$ cat src/rtl/fetch_sequencer_pkg.sv
// Shared types and constants for the instruction-fetch sequencer.
// Latency: none, declarations only.
// Backpressure: not applicable.
package fetch_pkg;

    localparam int INSTR_WIDTH = 32;

    typedef enum logic [1:0] {
        IDLE = 2'd0,
        REQ  = 2'd1,
        WAIT = 2'd2,
        DROP = 2'd3
    } fetch_state_t;

    typedef enum logic [1:0] {
        HOLD     = 2'd0,
        SEQ      = 2'd1,
        REDIRECT = 2'd2,
        TRAP     = 2'd3
    } next_pc_sel_t;

endpackage

$ cat src/rtl/fetch_sequencer_if.sv
// Memory request/response and decode-side valid/ready bundle.
// Latency: wires only.
// Backpressure: imem_req_ready and instr_ready flow from slave to master.
interface fetch_sequencer_if
    import fetch_pkg::*;
#(
    parameter int ADDR_WIDTH = 64
);
    logic                   imem_req_valid;
    logic                   imem_req_ready;
    logic [ADDR_WIDTH-1:0]  imem_req_addr;
    logic                   imem_resp_valid;
    logic [INSTR_WIDTH-1:0] imem_resp_data;
    logic                   instr_valid;
    logic                   instr_ready;
    logic [INSTR_WIDTH-1:0] instr_data;
    logic [ADDR_WIDTH-1:0]  instr_pc;

    modport master (
        output imem_req_valid, imem_req_addr,
        input  imem_req_ready, imem_resp_valid, imem_resp_data,
        output instr_valid, instr_data, instr_pc,
        input  instr_ready
    );

    modport slave (
        input  imem_req_valid, imem_req_addr,
        output imem_req_ready, imem_resp_valid, imem_resp_data,
        input  instr_valid, instr_data, instr_pc,
        output instr_ready
    );
endinterface

$ cat src/rtl/fetch_sequencer_next_pc_mux.sv
// Priority select of the PC register's next value: trap > redirect > sequential > hold.
// Latency: purely combinational.
// Backpressure: none; evaluated every cycle.
module next_pc_mux
    import fetch_pkg::*;
#(
    parameter int ADDR_WIDTH  = 64,
    parameter int INSTR_BYTES = 4
) (
    input  logic                  trap_valid,
    input  logic [ADDR_WIDTH-1:0] trap_vector,
    input  logic                  redirect_valid,
    input  logic [ADDR_WIDTH-1:0] redirect_addr,
    input  logic                  seq_en,
    input  logic [ADDR_WIDTH-1:0] pc_cur,
    input  logic [ADDR_WIDTH-1:0] hold_addr,
    output logic [ADDR_WIDTH-1:0] pc_next,
    output next_pc_sel_t          sel
);

    // Highest-priority source wins; sequential add wraps modulo the address space.
    always_comb begin
        sel     = HOLD;
        pc_next = hold_addr;
        if (trap_valid) begin
            sel     = TRAP;
            pc_next = trap_vector;
        end else if (redirect_valid) begin
            sel     = REDIRECT;
            pc_next = redirect_addr;
        end else if (seq_en) begin
            sel     = SEQ;
            pc_next = pc_cur + ADDR_WIDTH'(INSTR_BYTES);
        end
    end

endmodule

$ cat src/rtl/fetch_sequencer.sv
// Fetch FSM driving the PC register's next address, the imem handshake and a one-entry decode buffer.
// Latency: one request in flight; response lands in the buffer the cycle after it is seen.
// Backpressure: no request issues unless the buffer is empty or draining, and never under stall.
module fetch_sequencer
    import fetch_pkg::*;
#(
    parameter int                              ADDR_WIDTH_POW = 6,
    parameter logic [(1<<ADDR_WIDTH_POW)-1:0] RESET_VECTOR   = '0,
    parameter int                              INSTR_BYTES    = 4
) (
    input  logic                           clk_in,
    input  logic                           reset,
    input  logic                           run_in,
    input  logic                           stall_in,
    input  logic                           redirect_valid,
    input  logic [(1<<ADDR_WIDTH_POW)-1:0] redirect_addr,
    input  logic                           trap_valid,
    input  logic [(1<<ADDR_WIDTH_POW)-1:0] trap_vector,
    input  logic [(1<<ADDR_WIDTH_POW)-1:0] pc_cur_in,
    output logic [(1<<ADDR_WIDTH_POW)-1:0] pc_next_out,
    fetch_sequencer_if.master              bus,
    output logic [31:0]                    fetch_count
);

    localparam int ADDR_WIDTH = 1 << ADDR_WIDTH_POW;

    localparam logic [1:0] S_IDLE = 2'(IDLE);
    localparam logic [1:0] S_REQ  = 2'(REQ);
    localparam logic [1:0] S_WAIT = 2'(WAIT);
    localparam logic [1:0] S_DROP = 2'(DROP);

    logic [1:0]             state;
    logic [1:0]             state_nxt;
    logic                   started;
    logic                   instr_valid_q;
    logic [INSTR_WIDTH-1:0] instr_data_q;
    logic [ADDR_WIDTH-1:0]  instr_pc_q;
    logic [31:0]            count_q;

    logic                  req_valid;
    logic                  handshake;
    logic                  resp_seen;
    logic                  flush;
    logic                  capture;
    logic [ADDR_WIDTH-1:0] hold_addr;
    logic [ADDR_WIDTH-1:0] mux_pc;
    next_pc_sel_t          sel;

    // A request only goes out when the buffer is free by the time its response can land.
    assign req_valid = (state == S_REQ) && !stall_in && (!instr_valid_q || bus.instr_ready);
    assign handshake = req_valid && bus.imem_req_ready;
    assign resp_seen = bus.imem_resp_valid && ((state == S_WAIT) || (state == S_DROP));
    assign flush     = (sel == TRAP) || (sel == REDIRECT);
    assign capture   = (state == S_WAIT) && bus.imem_resp_valid && !flush;

    // Before the first fetch after reset the PC register is pinned to the reset vector.
    assign hold_addr = ((state == S_IDLE) && !started) ? RESET_VECTOR : pc_cur_in;

    next_pc_mux #(
        .ADDR_WIDTH  (ADDR_WIDTH),
        .INSTR_BYTES (INSTR_BYTES)
    ) u_next_pc_mux (
        .trap_valid     (trap_valid),
        .trap_vector    (trap_vector),
        .redirect_valid (redirect_valid),
        .redirect_addr  (redirect_addr),
        .seq_en         ((state == S_WAIT) && bus.imem_resp_valid),
        .pc_cur         (pc_cur_in),
        .hold_addr      (hold_addr),
        .pc_next        (mux_pc),
        .sel            (sel)
    );

    assign pc_next_out = reset ? mux_pc : RESET_VECTOR;

    assign bus.imem_req_valid = req_valid;
    assign bus.imem_req_addr  = pc_cur_in;
    assign bus.instr_valid    = instr_valid_q;
    assign bus.instr_data     = instr_data_q;
    assign bus.instr_pc       = instr_pc_q;
    assign fetch_count        = count_q;

    // Next-state: flushes abandon an in-flight request through DROP, otherwise restart at REQ.
    always_comb begin
        state_nxt = state;
        case (state)
            S_IDLE: begin
                if (flush || run_in) state_nxt = S_REQ;
            end
            S_REQ: begin
                if (handshake)                    state_nxt = flush ? S_DROP : S_WAIT;
                else if (flush)                   state_nxt = S_REQ;
                else if (!run_in && !req_valid)   state_nxt = S_IDLE;
            end
            S_WAIT: begin
                if (flush)          state_nxt = resp_seen ? S_REQ : S_DROP;
                else if (resp_seen) state_nxt = run_in ? S_REQ : S_IDLE;
            end
            S_DROP: begin
                if (resp_seen) state_nxt = (run_in || flush) ? S_REQ : S_IDLE;
            end
            default: state_nxt = S_IDLE;
        endcase
    end

    // FSM state and the "fetched since reset" flag.
    always_ff @(posedge clk_in or negedge reset) begin
        if (!reset) begin
            state   <= S_IDLE;
            started <= 1'b0;
        end else begin
            state   <= state_nxt;
            started <= started || (state_nxt != S_IDLE);
        end
    end

    // One-entry decode buffer: flush beats capture, capture beats drain.
    always_ff @(posedge clk_in or negedge reset) begin
        if (!reset) begin
            instr_valid_q <= 1'b0;
            instr_data_q  <= '0;
            instr_pc_q    <= '0;
        end else if (flush) begin
            instr_valid_q <= 1'b0;
        end else if (capture) begin
            instr_valid_q <= 1'b1;
            instr_data_q  <= bus.imem_resp_data;
            instr_pc_q    <= pc_cur_in;
        end else if (bus.instr_ready) begin
            instr_valid_q <= 1'b0;
        end
    end

    // Delivered-instruction counter; a flushed cycle delivers nothing.
    always_ff @(posedge clk_in or negedge reset) begin
        if (!reset) begin
            count_q <= '0;
        end else if (instr_valid_q && bus.instr_ready && !flush) begin
            count_q <= count_q + 32'd1;
        end
    end

endmodule

$ cat src/flat_wrapper.sv
// flat-port wrapper written by rule: the top's interface ports become plain ports
module fetch_sequencer_flat import fetch_pkg::*;
#(
    parameter int                              ADDR_WIDTH_POW = 6,
    parameter logic [(1<<ADDR_WIDTH_POW)-1:0] RESET_VECTOR   = '0,
    parameter int                              INSTR_BYTES    = 4
)
  (clk_in, reset, run_in, stall_in, redirect_valid, redirect_addr, trap_valid, trap_vector, pc_cur_in, pc_next_out, fetch_count, bus_imem_req_valid, bus_imem_req_addr, bus_imem_req_ready, bus_imem_resp_valid, bus_imem_resp_data, bus_instr_valid, bus_instr_data, bus_instr_pc, bus_instr_ready);
  fetch_sequencer_if #(.ADDR_WIDTH(64)) bus_i ();
  input  logic clk_in;
  input  logic reset;
  input  logic run_in;
  input  logic stall_in;
  input  logic redirect_valid;
  input  logic [(1<<ADDR_WIDTH_POW)-1:0] redirect_addr;
  input  logic trap_valid;
  input  logic [(1<<ADDR_WIDTH_POW)-1:0] trap_vector;
  input  logic [(1<<ADDR_WIDTH_POW)-1:0] pc_cur_in;
  output logic [(1<<ADDR_WIDTH_POW)-1:0] pc_next_out;
  output logic [31:0] fetch_count;
  output wire logic [$bits(bus_i.imem_req_valid)-1:0] bus_imem_req_valid;
  output wire logic [$bits(bus_i.imem_req_addr)-1:0] bus_imem_req_addr;
  input wire logic [$bits(bus_i.imem_req_ready)-1:0] bus_imem_req_ready;
  input wire logic [$bits(bus_i.imem_resp_valid)-1:0] bus_imem_resp_valid;
  input wire logic [$bits(bus_i.imem_resp_data)-1:0] bus_imem_resp_data;
  output wire logic [$bits(bus_i.instr_valid)-1:0] bus_instr_valid;
  output wire logic [$bits(bus_i.instr_data)-1:0] bus_instr_data;
  output wire logic [$bits(bus_i.instr_pc)-1:0] bus_instr_pc;
  input wire logic [$bits(bus_i.instr_ready)-1:0] bus_instr_ready;
  assign bus_imem_req_valid = bus_i.imem_req_valid;
  assign bus_imem_req_addr = bus_i.imem_req_addr;
  assign bus_i.imem_req_ready = bus_imem_req_ready;
  assign bus_i.imem_resp_valid = bus_imem_resp_valid;
  assign bus_i.imem_resp_data = bus_imem_resp_data;
  assign bus_instr_valid = bus_i.instr_valid;
  assign bus_instr_data = bus_i.instr_data;
  assign bus_instr_pc = bus_i.instr_pc;
  assign bus_i.instr_ready = bus_instr_ready;
  fetch_sequencer #(.ADDR_WIDTH_POW(ADDR_WIDTH_POW), .RESET_VECTOR(RESET_VECTOR), .INSTR_BYTES(INSTR_BYTES)) u_core (.clk_in(clk_in), .reset(reset), .run_in(run_in), .stall_in(stall_in), .redirect_valid(redirect_valid), .redirect_addr(redirect_addr), .trap_valid(trap_valid), .trap_vector(trap_vector), .pc_cur_in(pc_cur_in), .pc_next_out(pc_next_out), .bus(bus_i), .fetch_count(fetch_count));
endmodule
$ cat config.mk
export PLATFORM = sky130hd
export DESIGN_NAME = fetch_sequencer_flat
export DESIGN_NICKNAME = d
export VERILOG_FILES = /design/src/rtl/fetch_sequencer_pkg.sv /design/src/rtl/fetch_sequencer_if.sv /design/src/rtl/fetch_sequencer_next_pc_mux.sv /design/src/rtl/fetch_sequencer.sv /design/src/flat_wrapper.sv
export SDC_FILE = /design/constraint.sdc
export NUM_CORES = 1
export LEC_CHECK = 0
export CORE_AREA = 5 5 188 190
export CTS_CLUSTER_DIAMETER = 30
export DETAILED_ROUTE_END_ITERATION = 8
export DIE_AREA = 0 0 193 195
export SETUP_SLACK_MARGIN = 0.02
export SLEW_MARGIN = 40
export SYNTH_ARGS = -nofsm -noshare
export SYNTH_HDL_FRONTEND = slang
export SYNTH_SLANG_ARGS = --single-unit
export TNS_END_PERCENT = 20
$ cat constraint.sdc
create_clock -name clk_in -period 5.2 [get_ports clk_in]
set_input_delay 1.04 -clock clk_in [delete_from_list [all_inputs] [get_ports clk_in]]
set_output_delay 1.04 -clock clk_in [all_outputs]
set_load 0.02 [all_outputs]
==> results of run 1 <==
[report_power, final]
group / switching (mW) / total, mW / leakage, nW / internal [mW]
Sequential: 0.0526 / 1.18 / 1.79 / 1.12
Combinational: 0.542 / 1.12 / 4.25 / 0.578
Clock: 0.585 / 1.33 / 0.309 / 0.741
Total: 1.18 / 3.62 / 6.35 / 2.44
[registers in the layout, summed over array words and instances, names as in the netlist]
signal                  flops
u_core.bus.instr_pc        64
u_core.bus.instr_data      32
u_core.fetch_count         32
u_core.state                2
u_core.bus.instr_valid      1
u_core.started              1
[timing repair]
action,CTS,global route
setup buffers,0,0
resized for setup,3,10
setup endpoints to repair,5,10
[final timing paths]
| check | startpoint | end | slack, ps | cells past startpoint |
|---|---|---|---|---|
| worst max-delay path | pc_cur_in[3] | pc_next_out[44] | 80 | 9 |
| worst min-delay path | reset | u_core.bus.instr_pc[37]$_DFFE_PN0P_ | 410 | 1 |
| worst max register to register | u_core.bus.instr_valid$_DFFE_PN0P_ | u_core.fetch_count[24]$_DFFE_PN0P_ | 2860 | 6 |
| worst min register to register | u_core.fetch_count[31]$_DFFE_PN0P_ | u_core.fetch_count[31]$_DFFE_PN0P_ | 470 | 1 |
| max in group asynchronous | reset | u_core.bus.instr_data[20]$_DFFE_PN0P_ | 4050 | 2 |
| min in group clk_in | u_core.fetch_count[31]$_DFFE_PN0P_ | u_core.fetch_count[31]$_DFFE_PN0P_ | 470 | 1 |
[cells in the final DEF, fill, tap and decap left out, types with 11 or more instances in the layout]
cell type	count
clkdlybuf4s50_1	475
o211ai_1	20
nand2_1	106
mux2i_1	18
nand3_1	36
xnor2_1	23
or3_1	11
and2_1	11
buf_4	108
inv_1	13
nand4_1	31
o21ai_0	55
a21oi_1	16
nor3_1	19
and3_1	12
o221ai_1	19
mux2_2	100
a31oi_1	13
clkbuf_16	17
nor2_1	26
dfrtp_1	132
[cell families after synthesis]
kind of cell    after synthesis  synth area share (%)
flops                       132                 38.33
compound gates              184                 14.56
simple gates                311                 19.43
fa+ha+maj                     2                0.2903
xor+xnor                     31                 3.150
mux                         120                 15.42
buf+inv                     132                 8.827
[cell type report]
cell class / instances / area, um2 / share of cell area, %
Tap cell: 448 / 560.5 / 3.761
Multi-Input combinational cell: 648 / 4586 / 30.77
Antenna cell: 1 / 2.502 / 0.01679
Clock buffer: 17 / 425.4 / 2.855
Timing Repair Buffer: 597 / 5762 / 38.66
Sequential cell: 132 / 3303 / 22.16
Inverter: 16 / 62.56 / 0.4198
Clock inverter: 15 / 201.4 / 1.352
[per-layer routing]
layer | vias up | track usage [%]
li1 | 4331 | -
met3 | 60 | 6.661
met4 | 4 | 6.347
met5 | - | 0
met1 | 4540 | 26.03
met2 | 378 | 39.76
==> flow_results.xml, run 1 <==
<?xml version="1.0" encoding="UTF-8"?>
<metrics>
  <group name="outcome">
    <metric name="run_status" unit="">finished, final reports clean</metric>
  </group>
  <group name="critical_path">
    <metric name="crit_top_cell" unit="">clkdlybuf4s50_1</metric>
    <metric name="kind_of_end_point_of_the_critical_path" unit="">primary output</metric>
    <metric name="worstPathMaxFanout" unit="">8</metric>
    <metric name="crit_path_cell_trace" unit="">clkdlybuf4s50_1 -&gt; ha_1 -&gt; nand3_1 -&gt; nor3_2 -&gt; nand2_2 -&gt; or3_4 -&gt; mux2_1 -&gt; a21oi_1 -&gt; clkdlybuf4s50_1</metric>
    <metric name="cp-start-kind" unit="">input port</metric>
    <metric name="crit_family" unit="">buffers and inverters</metric>
    <metric name="timing.setup.critical_path_class" unit="">in -&gt; out</metric>
    <metric name="timing.critical_path.slowest_cell_delay" unit="ps">620</metric>
    <metric name="worst_ep_required_time" unit="ps">4160</metric>
    <metric name="timing.critical_path.slowest_stage_cell" unit="">clkdlybuf4s50_1</metric>
    <metric name="worst-path-buf-inv" unit="">2</metric>
    <metric name="timing.critical_path.arrival" unit="ps">4080</metric>
  </group>
  <group name="cells_and_area">
    <metric name="fraction_of_final_layout_cells_with_drive_strength_greater_than_1" unit="%">19.16</metric>
    <metric name="post-route-cell-area" unit="um2">14900</metric>
    <metric name="stdcell_count" unit="">1874</metric>
    <metric name="layout.filler_cells" unit="">3232</metric>
    <metric name="syn2layout_area_growth" unit="%">72.92</metric>
    <metric name="postLayoutCoreUtil" unit="%">44.78</metric>
    <metric name="nets" unit="">1647</metric>
  </group>
  <group name="sta">
    <metric name="fin_worst_skew" unit="ps">14.43</metric>
    <metric name="tightestPinTransition" unit="ps">810.4</metric>
    <metric name="final_period_minus_worst_setup_slack" unit="ps">5123</metric>
    <metric name="finalHoldViolations" unit="">0</metric>
    <metric name="setup_tns" unit="ps">0</metric>
    <metric name="final-max-slew-violation-count" unit="">0</metric>
    <metric name="setup_violations" unit="">0</metric>
    <metric name="whs" unit="ps">405.5</metric>
    <metric name="final.setup.worst_slack" unit="ps">76.61</metric>
    <metric name="post-route-period-util" unit="%">98.53</metric>
    <metric name="grt_setup_unrepaired" unit="">yes</metric>
    <metric name="max_freq" unit="MHz">195.2</metric>
    <metric name="slew-limit-headroom" unit="%">45.52</metric>
  </group>
  <group name="synth">
    <metric name="synthMostInstantiatedCell" unit="">dfrtp_1</metric>
    <metric name="cell_type_contributing_the_most_total_cell_area_after_synthesis" unit="">dfrtp_1</metric>
    <metric name="edff_count_synth" unit="">0</metric>
    <metric name="postSynthNetCount" unit="">1147</metric>
    <metric name="async_reset_ff_share" unit="%">100.0</metric>
    <metric name="ys_seq_elements" unit="">132</metric>
    <metric name="postSynthAreaPerCell" unit="um2">9.450</metric>
    <metric name="mapped_area" unit="um2">8618</metric>
    <metric name="synthDominantCellAreaShare" unit="%">38.33</metric>
    <metric name="synth.cells.most_frequent" unit="">dfrtp_1 (132), nand2_1 (107), mux2_2 (100), buf_4 (65), o21ai_0 (55)</metric>
    <metric name="syn-instance-count" unit="">912</metric>
    <metric name="synth_cell_types" unit="">66</metric>
    <metric name="synth-warning-count" unit="">0</metric>
    <metric name="synth_top_flop_cell" unit="">dfrtp_1</metric>
    <metric name="synth.area.top_cells" unit="">dfrtp_1 (38%), mux2_2 (13%), buf_4 (5.7%), nand2_1 (4.7%), o21ai_0 (3.2%)</metric>
    <metric name="synth-seq-area-share" unit="%">38.33</metric>
  </group>
  <group name="cts">
    <metric name="clock_root_buffer" unit="">clkbuf_16</metric>
    <metric name="clock_path_buffers" unit="">2</metric>
    <metric name="ctsHtreeMaxLevel" unit="">4</metric>
    <metric name="cts-buffers-inserted" unit="">17</metric>
    <metric name="worst_skew_pair.late_latency" unit="ps">430</metric>
    <metric name="cts.hold.buffers_added" unit="">0</metric>
    <metric name="cts_tree" unit="">yes</metric>
    <metric name="worst_setup_hold_path_clk_slew" unit="ps">70</metric>
    <metric name="cts_sinks" unit="">132</metric>
  </group>
  <group name="route">
    <metric name="drt-met1-wl" unit="mm">17.24</metric>
    <metric name="num_vias" unit="">9313</metric>
    <metric name="top_layer" unit="">met5</metric>
    <metric name="route.detailed.drc" unit="">0</metric>
    <metric name="drt-total-wl" unit="mm">43.85</metric>
    <metric name="met2WireLength" unit="mm">22.07</metric>
    <metric name="ant_nets" unit="">0</metric>
    <metric name="vias_per_cell" unit="">4.970</metric>
    <metric name="route.detailed.wl_per_inst" unit="um">23.40</metric>
    <metric name="detail_route.iter0.violations" unit="">461</metric>
    <metric name="drt_pass1_iterations" unit="">5</metric>
    <metric name="met3_wirelength" unit="mm">3.432</metric>
  </group>
  <group name="grt">
    <metric name="gr_overflow_total" unit="">0</metric>
    <metric name="global_route.usage.total" unit="%">22.39</metric>
    <metric name="initial_antenna_violation_count" unit="">3</metric>
    <metric name="first_global_vias" unit="">9718</metric>
    <metric name="grt_start_max_net_pins" unit="">99</metric>
    <metric name="grt_pass1_wl" unit="mm">63.02</metric>
  </group>
  <group name="power">
    <metric name="cellPowerDensity" unit="nW/um2">243.2</metric>
    <metric name="ir_worst_vdd" unit="uV">159.9</metric>
    <metric name="leakage" unit="nW">6.348</metric>
    <metric name="report.power.total" unit="mW">3.624</metric>
  </group>
  <group name="floorplanning">
    <metric name="io-pin-count" unit="">491</metric>
    <metric name="placementRows" unit="">67</metric>
    <metric name="die_y" unit="um">195</metric>
    <metric name="floorplan.die_area" unit="um2">37640</metric>
    <metric name="die_w" unit="um">193</metric>
    <metric name="design.core.area" unit="um2">33280</metric>
    <metric name="initial_utilization" unit="%">25.90</metric>
  </group>
  <group name="place">
    <metric name="dp.cells" unit="">1841</metric>
    <metric name="gp_congestion" unit="">0.8490</metric>
    <metric name="portBuffers" unit="">490</metric>
    <metric name="dpl-instance-area" unit="um2">14250</metric>
    <metric name="dpl_worst_slack" unit="ps">-129.9</metric>
    <metric name="hpwlAfterDp" unit="mm">34.85</metric>
  </group>
  <group name="hold_path">
    <metric name="min_path_type" unit="">in -&gt; async</metric>
  </group>
  <group name="flow_run">
    <metric name="drv_cap" unit="">0</metric>
  </group>
</metrics>
Note: power is estimated with default switching activity, not from simulation.
==> inputs of run 2 (changes only) <==
--- a/config.mk
+++ b/config.mk
@@ -5,10 +5,11 @@
 export SDC_FILE = /design/constraint.sdc
 export NUM_CORES = 1
 export LEC_CHECK = 0
-export CORE_AREA = 5 5 188 190
+export CORE_AREA = 2 2 190 192
 export CTS_CLUSTER_DIAMETER = 30
+export CTS_CLUSTER_SIZE = 16
 export DETAILED_ROUTE_END_ITERATION = 8
-export DIE_AREA = 0 0 193 195
+export DIE_AREA = 0 0 192 194
 export SETUP_SLACK_MARGIN = 0.02
 export SLEW_MARGIN = 40
 export SYNTH_ARGS = -nofsm -noshare
==> run 2 against run 1 <==
Net effect:
- largest power group is now sequential cells
- clock skew down 5.4 ps
- clock power down 12%
- wire length down 3.0%
- sequential power about the same
- critical endpoint is now pc_next_out[50]
==> flow_results.xml, run 2 (synthesis results as in run 1) <==
<?xml version="1.0" encoding="UTF-8"?>
<metrics>
  <group name="sta">
    <metric name="tightestPinTransition" unit="ps">775.0</metric>
    <metric name="post-route-period-util" unit="%">97.56</metric>
    <metric name="slew-limit-headroom" unit="%">48.33</metric>
    <metric name="max_freq" unit="MHz">197.1</metric>
    <metric name="finalHoldViolations" unit="">0</metric>
    <metric name="final_period_minus_worst_setup_slack" unit="ps">5073</metric>
    <metric name="fin_worst_skew" unit="ps">8.998</metric>
    <metric name="setup_violations" unit="">0</metric>
    <metric name="final-max-slew-violation-count" unit="">0</metric>
  </group>
  <group name="critical_path">
    <metric name="timing.critical_path.slowest_cell_delay" unit="ps">630</metric>
    <metric name="worst_ep_required_time" unit="ps">4160</metric>
    <metric name="worstPathMaxFanout" unit="">6</metric>
    <metric name="kind_of_end_point_of_the_critical_path" unit="">primary output</metric>
    <metric name="timing.critical_path.arrival" unit="ps">4030</metric>
    <metric name="crit_path_cell_trace" unit="">clkdlybuf4s50_1 -&gt; ha_1 -&gt; nand3_1 -&gt; nor3_4 -&gt; nand2_2 -&gt; or3_4 -&gt; or3_1 -&gt; a31oi_1 -&gt; clkdlybuf4s50_1</metric>
    <metric name="crit_top_cell" unit="">clkdlybuf4s50_1</metric>
    <metric name="timing.critical_path.slowest_stage_cell" unit="">clkdlybuf4s50_1</metric>
    <metric name="cp-start-kind" unit="">input port</metric>
    <metric name="timing.setup.critical_path_class" unit="">in -&gt; out</metric>
  </group>
  <group name="outcome">
    <metric name="run_status" unit="">finished, final reports clean</metric>
  </group>
  <group name="cells_and_area">
    <metric name="mostFrequentLayoutCell" unit="">clkdlybuf4s50_1</metric>
    <metric name="layout.cells.most_common_list" unit="">clkdlybuf4s50_1 (479), dfrtp_1 (132), nand2_1 (106), buf_4 (105), mux2_2 (100)</metric>
    <metric name="syn2layout_area_growth" unit="%">71.30</metric>
    <metric name="fraction_of_final_layout_cells_with_drive_strength_greater_than_1" unit="%">18.90</metric>
    <metric name="largest_register_ffs" unit="">64</metric>
    <metric name="nets" unit="">1641</metric>
    <metric name="n_antenna_cell" unit="">0</metric>
    <metric name="stdcell_count" unit="">1879</metric>
  </group>
  <group name="route">
    <metric name="detail_route.iter0.violations" unit="">469</metric>
    <metric name="met3_wirelength" unit="mm">3.398</metric>
    <metric name="num_vias" unit="">9264</metric>
    <metric name="vias_per_cell" unit="">4.930</metric>
    <metric name="drt-met1-wl" unit="mm">17.01</metric>
    <metric name="drt_pass1_iterations" unit="">5</metric>
    <metric name="top_layer" unit="">met4</metric>
    <metric name="met2WireLength" unit="mm">21.44</metric>
    <metric name="route.detailed.drc" unit="">0</metric>
    <metric name="drt-total-wl" unit="mm">42.52</metric>
    <metric name="ant_nets" unit="">0</metric>
    <metric name="route.detailed.wl_per_inst" unit="um">22.63</metric>
  </group>
  <group name="power">
    <metric name="ir_worst_vdd" unit="uV">215.8</metric>
    <metric name="leakage" unit="nW">6.224</metric>
    <metric name="report.power.total" unit="mW">3.461</metric>
    <metric name="cellPowerDensity" unit="nW/um2">234.4</metric>
  </group>
  <group name="place">
    <metric name="dp.cells" unit="">1846</metric>
    <metric name="portBuffers" unit="">490</metric>
    <metric name="gp_congestion" unit="">0.8360</metric>
    <metric name="hpwlAfterDp" unit="mm">33.94</metric>
  </group>
  <group name="flow_run">
    <metric name="drv_cap" unit="">0</metric>
  </group>
  <group name="floorplanning">
    <metric name="initial_utilization" unit="%">24.47</metric>
    <metric name="floorplan.die_area" unit="um2">37250</metric>
    <metric name="io-pin-count" unit="">491</metric>
    <metric name="die_w" unit="um">192</metric>
    <metric name="die_y" unit="um">194</metric>
    <metric name="design.core.area" unit="um2">35220</metric>
    <metric name="placementRows" unit="">69</metric>
  </group>
  <group name="grt">
    <metric name="grt_pass1_wl" unit="mm">60.81</metric>
    <metric name="global_route.usage.total" unit="%">22.22</metric>
    <metric name="initial_antenna_violation_count" unit="">0</metric>
    <metric name="gr_overflow_total" unit="">0</metric>
    <metric name="first_global_vias" unit="">9384</metric>
    <metric name="grt_start_max_net_pins" unit="">58</metric>
  </group>
  <group name="cts">
    <metric name="cts.hold.buffers_added" unit="">0</metric>
    <metric name="cts_tree" unit="">yes</metric>
    <metric name="worst_setup_hold_path_clk_slew" unit="ps">70</metric>
    <metric name="cts_sinks" unit="">132</metric>
    <metric name="worst_skew_pair.late_latency" unit="ps">450</metric>
    <metric name="clock_path_buffers" unit="">2</metric>
    <metric name="clock_root_buffer" unit="">clkbuf_16</metric>
    <metric name="cts-buffers-inserted" unit="">17</metric>
    <metric name="ctsHtreeMaxLevel" unit="">4</metric>
  </group>
  <group name="hold_path">
    <metric name="min_path_type" unit="">in -&gt; async</metric>
  </group>
</metrics>
[run 2: cell types whose count changed in the layout (fill, tap and decap cells not counted), sizes merged, moves of 3 or more]
cell and change:
buf -5, clkdlybuf4s50 +4, inv -4, clkinvlp +3
dlymetal6s2s -3
[run 2: what timing repair did]
item | 4_1_cts | 5_1_grt
resized for setup | 0 | 8
setup endpoints to repair | 0 | 13
hold endpoints to repair | 0 | 0
buffers inserted | 0 | 2
[run 2: layout make-up]
| class | instances | area [um2] |
|---|---|---|
| timing repair buffer | 591 | 5684 |
| inverter | 16 | 60.06 |
| tap | 461 | 576.8 |
| sequential | 132 | 3303 |
| clock buffer | 17 | 425.4 |
| multi-input combinational | 648 | 4596 |
| fill | 3505 | 20460 |
| clock inverter | 14 | 117.6 |
[run 2: where the power goes]
part	switching, mW	leakage (nW)	internal (mW)
clock	0.550	0.259	0.619
sequential	0.0534	1.79	1.13
combinational	0.538	4.17	0.575
total	1.14	6.22	2.32
[run 2: metal layers]
layer | GRT usage [%] | vias to the layer above
met5 | 0 | -
met2 | 39.39 | 418
met4 | 6.163 | 0
met1 | 26.31 | 4488
li1 | - | 4319
met3 | 5.719 | 39
[run 2: path summary, 6_finish.rpt]
path | slack (ps) | cells past startpoint | to | start
min | 440 | 1 | u_core.bus.instr_data[31]$_DFFE_PN0P_ | reset
min reg2reg | 480 | 2 | u_core.bus.instr_pc[31]$_DFFE_PN0P_ | u_core.bus.instr_pc[31]$_DFFE_PN0P_
max in group asynchronous | 3380 | 3 | u_core.fetch_count[25]$_DFFE_PN0P_ | reset
max | 130 | 9 | pc_next_out[50] | pc_cur_in[3]
min in group clk_in | 480 | 2 | u_core.bus.instr_pc[31]$_DFFE_PN0P_ | u_core.bus.instr_pc[31]$_DFFE_PN0P_
max reg2reg | 2750 | 6 | u_core.fetch_count[22]$_DFFE_PN0P_ | u_core.bus.instr_valid$_DFFE_PN0P_
[run 2: per-stage QoR]
step                      setup TNS [ps]  hold WS [ps]  instance area (um2)  util (%)  worst slack [ps]
after floorplan                        0         454.3                 8618         -              1066
after global placement                 0         461.3                14170     40.24             59.79
after detailed placement               0         471.5                14180     40.25             43.84
after CTS                              0         422.8                14720     41.79             34.24
after global routing              -6.345         431.9                14760     41.91            -6.345
final                                  0         439.4                14760     41.91             126.8
[run 2: critical path, delay by kind of cell]
family          cells  cell delay [ps]
compound gates      1              170
simple gates        5             1500
fa+ha+maj           1              200
buf+inv             2             1130
==> inputs of run 3 (changes only) <==
--- a/config.mk
+++ b/config.mk
@@ -5,11 +5,13 @@
 export SDC_FILE = /design/constraint.sdc
 export NUM_CORES = 1
 export LEC_CHECK = 0
-export CORE_AREA = 2 2 190 192
+export CELL_PAD_IN_SITES_DETAIL_PLACEMENT = 1
+export CELL_PAD_IN_SITES_GLOBAL_PLACEMENT = 2
+export CORE_UTILIZATION = 23
 export CTS_CLUSTER_DIAMETER = 30
 export CTS_CLUSTER_SIZE = 16
 export DETAILED_ROUTE_END_ITERATION = 8
-export DIE_AREA = 0 0 192 194
+export PLACE_DENSITY_LB_ADDON = 0.1
 export SETUP_SLACK_MARGIN = 0.02
 export SLEW_MARGIN = 40
 export SYNTH_ARGS = -nofsm -noshare
==> run 3 against run 2 <==
Net effect:
- critical path depth unchanged
- worst hold slack lost 18 ps
- clock power grew 9%
- sequential power about the same
- sequential share of layout area down 0.14 points
- critical path type unchanged
- sequential cell count unchanged
- power is 3.1% higher
- fmax shrank 0.36%
- die area increased by 2.7%
- largest power group is now the clock network
==> flow_results.xml, run 3 (synthesis results as in run 1) <==
<?xml version="1.0" encoding="UTF-8"?>
<metrics>
  <group name="outcome">
    <metric name="run_status" unit="">finished, final reports clean</metric>
  </group>
  <group name="floorplanning">
    <metric name="die_y" unit="um">195.6</metric>
    <metric name="design.core.area" unit="um2">36700</metric>
    <metric name="die_w" unit="um">195.6</metric>
    <metric name="initial_utilization" unit="%">23.48</metric>
    <metric name="floorplan.die_area" unit="um2">38250</metric>
    <metric name="io-pin-count" unit="">491</metric>
    <metric name="placementRows" unit="">70</metric>
  </group>
  <group name="critical_path">
    <metric name="cp-start-kind" unit="">input port</metric>
    <metric name="timing.setup.critical_path_class" unit="">in -&gt; out</metric>
    <metric name="worstPathMaxFanout" unit="">6</metric>
    <metric name="kind_of_end_point_of_the_critical_path" unit="">primary output</metric>
    <metric name="cp-startpoint" unit="">pc_cur_in[2]</metric>
    <metric name="worst_ep_required_time" unit="ps">4160</metric>
    <metric name="worst_r2r_startpoint" unit="">u_core.bus.instr_valid$_DFFE_PN0P_</metric>
    <metric name="r2r_slack" unit="ps">2840</metric>
    <metric name="ff2ff_path_depth" unit="">7</metric>
    <metric name="timing.critical_path.arrival" unit="ps">4050</metric>
    <metric name="critical_path.reg2reg.endpoint" unit="">u_core.fetch_count[30]$_DFFE_PN0P_</metric>
  </group>
  <group name="power">
    <metric name="ir_worst_vdd" unit="uV">224.6</metric>
    <metric name="cellPowerDensity" unit="nW/um2">240.2</metric>
    <metric name="leakage" unit="nW">6.272</metric>
  </group>
  <group name="sta">
    <metric name="setup_violations" unit="">0</metric>
    <metric name="slew-limit-headroom" unit="%">46.60</metric>
    <metric name="setup_tns" unit="ps">0</metric>
    <metric name="grt_setup_unrepaired" unit="">yes</metric>
    <metric name="fin_worst_skew" unit="ps">7.875</metric>
    <metric name="final_period_minus_worst_setup_slack" unit="ps">5092</metric>
    <metric name="tightestPinTransition" unit="ps">801.0</metric>
    <metric name="max_freq" unit="MHz">196.4</metric>
    <metric name="finalHoldViolations" unit="">0</metric>
    <metric name="final-max-slew-violation-count" unit="">0</metric>
    <metric name="post-route-period-util" unit="%">97.92</metric>
  </group>
  <group name="place">
    <metric name="gp_congestion" unit="">0.7697</metric>
    <metric name="hpwlAfterDp" unit="mm">35.63</metric>
    <metric name="portBuffers" unit="">490</metric>
  </group>
  <group name="route">
    <metric name="route.detailed.drc" unit="">0</metric>
    <metric name="num_vias" unit="">9324</metric>
    <metric name="drt_pass1_iterations" unit="">4</metric>
    <metric name="route.detailed.wl_per_inst" unit="um">23.64</metric>
    <metric name="detail_route.iter0.violations" unit="">458</metric>
    <metric name="vias_per_cell" unit="">4.941</metric>
    <metric name="drt-total-wl" unit="mm">44.61</metric>
    <metric name="ant_nets" unit="">0</metric>
  </group>
  <group name="cells_and_area">
    <metric name="fraction_of_final_layout_cells_with_drive_strength_greater_than_1" unit="%">18.77</metric>
    <metric name="layout.cells.most_common_list" unit="">clkdlybuf4s50_1 (477), dfrtp_1 (132), nand2_1 (106), mux2_2 (100), buf_4 (99)</metric>
    <metric name="postLayoutCoreUtil" unit="%">40.48</metric>
    <metric name="syn2layout_area_growth" unit="%">72.39</metric>
    <metric name="nets" unit="">1639</metric>
    <metric name="largest_register_ffs" unit="">64</metric>
    <metric name="mostFrequentLayoutCell" unit="">clkdlybuf4s50_1</metric>
  </group>
  <group name="hold_path">
    <metric name="min_path_type" unit="">in -&gt; async</metric>
  </group>
  <group name="grt">
    <metric name="gr_overflow_total" unit="">0</metric>
    <metric name="global_route.usage.total" unit="%">23.16</metric>
    <metric name="grt_start_max_net_pins" unit="">65</metric>
    <metric name="grt_pass1_wl" unit="mm">65.19</metric>
    <metric name="initial_antenna_violation_count" unit="">7</metric>
    <metric name="first_global_vias" unit="">9864</metric>
  </group>
  <group name="cts">
    <metric name="cts.hold.buffers_added" unit="">0</metric>
    <metric name="worst_skew_pair.late_latency" unit="ps">440</metric>
    <metric name="worst_setup_hold_path_clk_slew" unit="ps">60</metric>
    <metric name="cts_sinks" unit="">132</metric>
    <metric name="clock_root_buffer" unit="">clkbuf_16</metric>
    <metric name="cts_tree" unit="">yes</metric>
    <metric name="cts-buffers-inserted" unit="">17</metric>
    <metric name="ctsHtreeMaxLevel" unit="">4</metric>
    <metric name="clock_path_buffers" unit="">2</metric>
  </group>
  <group name="flow_run">
    <metric name="drv_cap" unit="">0</metric>
  </group>
</metrics>
-- run 3: cell count changes in the layout (fill, tap and decap cells not counted), sizes merged --
cell,delta
dlymetal6s2s,+1
bufinv,+2
clkbuf,+1
clkinvlp,-3
clkdlybuf4s50,-2
inv,+1
diode,+2
buf,-1
-- run 3: worst max-delay path, stage by stage --
cell and delay, ps:
clkdlybuf4s50_1 530, ha_1 180, nand3_1 160, nor3_4 260, nand2_2 180, or4_1 570, mux2_1 360, a21oi_1 150
clkdlybuf4s50_1 620
-- run 3: area by class of cell --
class | instances | area, um2
diodes | 2 | 5.005
clock buffers | 18 | 429.2
clock inverters | 14 | 166.4
fillers | 4162 | 21840
inverters | 16 | 60.06
multi-input cells | 648 | 4591
flip-flops and latches | 132 | 3303
well taps | 468 | 585.6
repair buffers | 589 | 5717
-- run 3: timing repair --
item                                    in CTS  in global routing
buffers inserted                             0                  0
gates resized for setup                      0                  9
endpoints found under the setup margin       0                 10
-- run 3: per-stage QoR --
| stage | hold WS, ps | area [um2] | cells | setup slack, ps | total power, mW |
|---|---|---|---|---|---|
| floorplan | 454.3 | 8618 | 912 | 1066 | 1.644 |
| global placement | 458.7 | 14210 | 1852 | 81.82 | 2.318 |
| detailed placement | 472.5 | 14230 | 1853 | 46.31 | 2.331 |
| CTS | 398.6 | 14820 | 1885 | 42.71 | 3.629 |
| global route | 411.2 | 14850 | 1886 | -92.34 | 3.727 |
| finish | 421.4 | 14860 | 1887 | 108.4 | 3.569 |
-- run 3: how the worst max path moves through the flow --
stage,to,slack [ps]
2_1_floorplan,pc_next_out[50],1070
3_3_place_gp,pc_next_out[42],80
3_5_place_dp,pc_next_out[42],50
4_1_cts,pc_next_out[42],40
5_1_grt,pc_next_out[42],-90
6_report,pc_next_out[42],110
-- run 3: power breakdown --
part | total, mW | switching, mW | internal [mW]
Combinational | 1.12 | 0.543 | 0.577
Clock | 1.27 | 0.547 | 0.723
Sequential | 1.18 | 0.0527 | 1.13
-- run 3: metal layers --
metal | global-route usage (%) | up-vias | share of wire (%)
li1 | - | 4316 | -
met1 | 26.60 | 4642 | 40
met2 | 41.11 | 314 | 51
met3 | 7.202 | 44 | 7.6
met4 | 6.503 | 8 | 1.8
met5 | 0 | - | 0.090
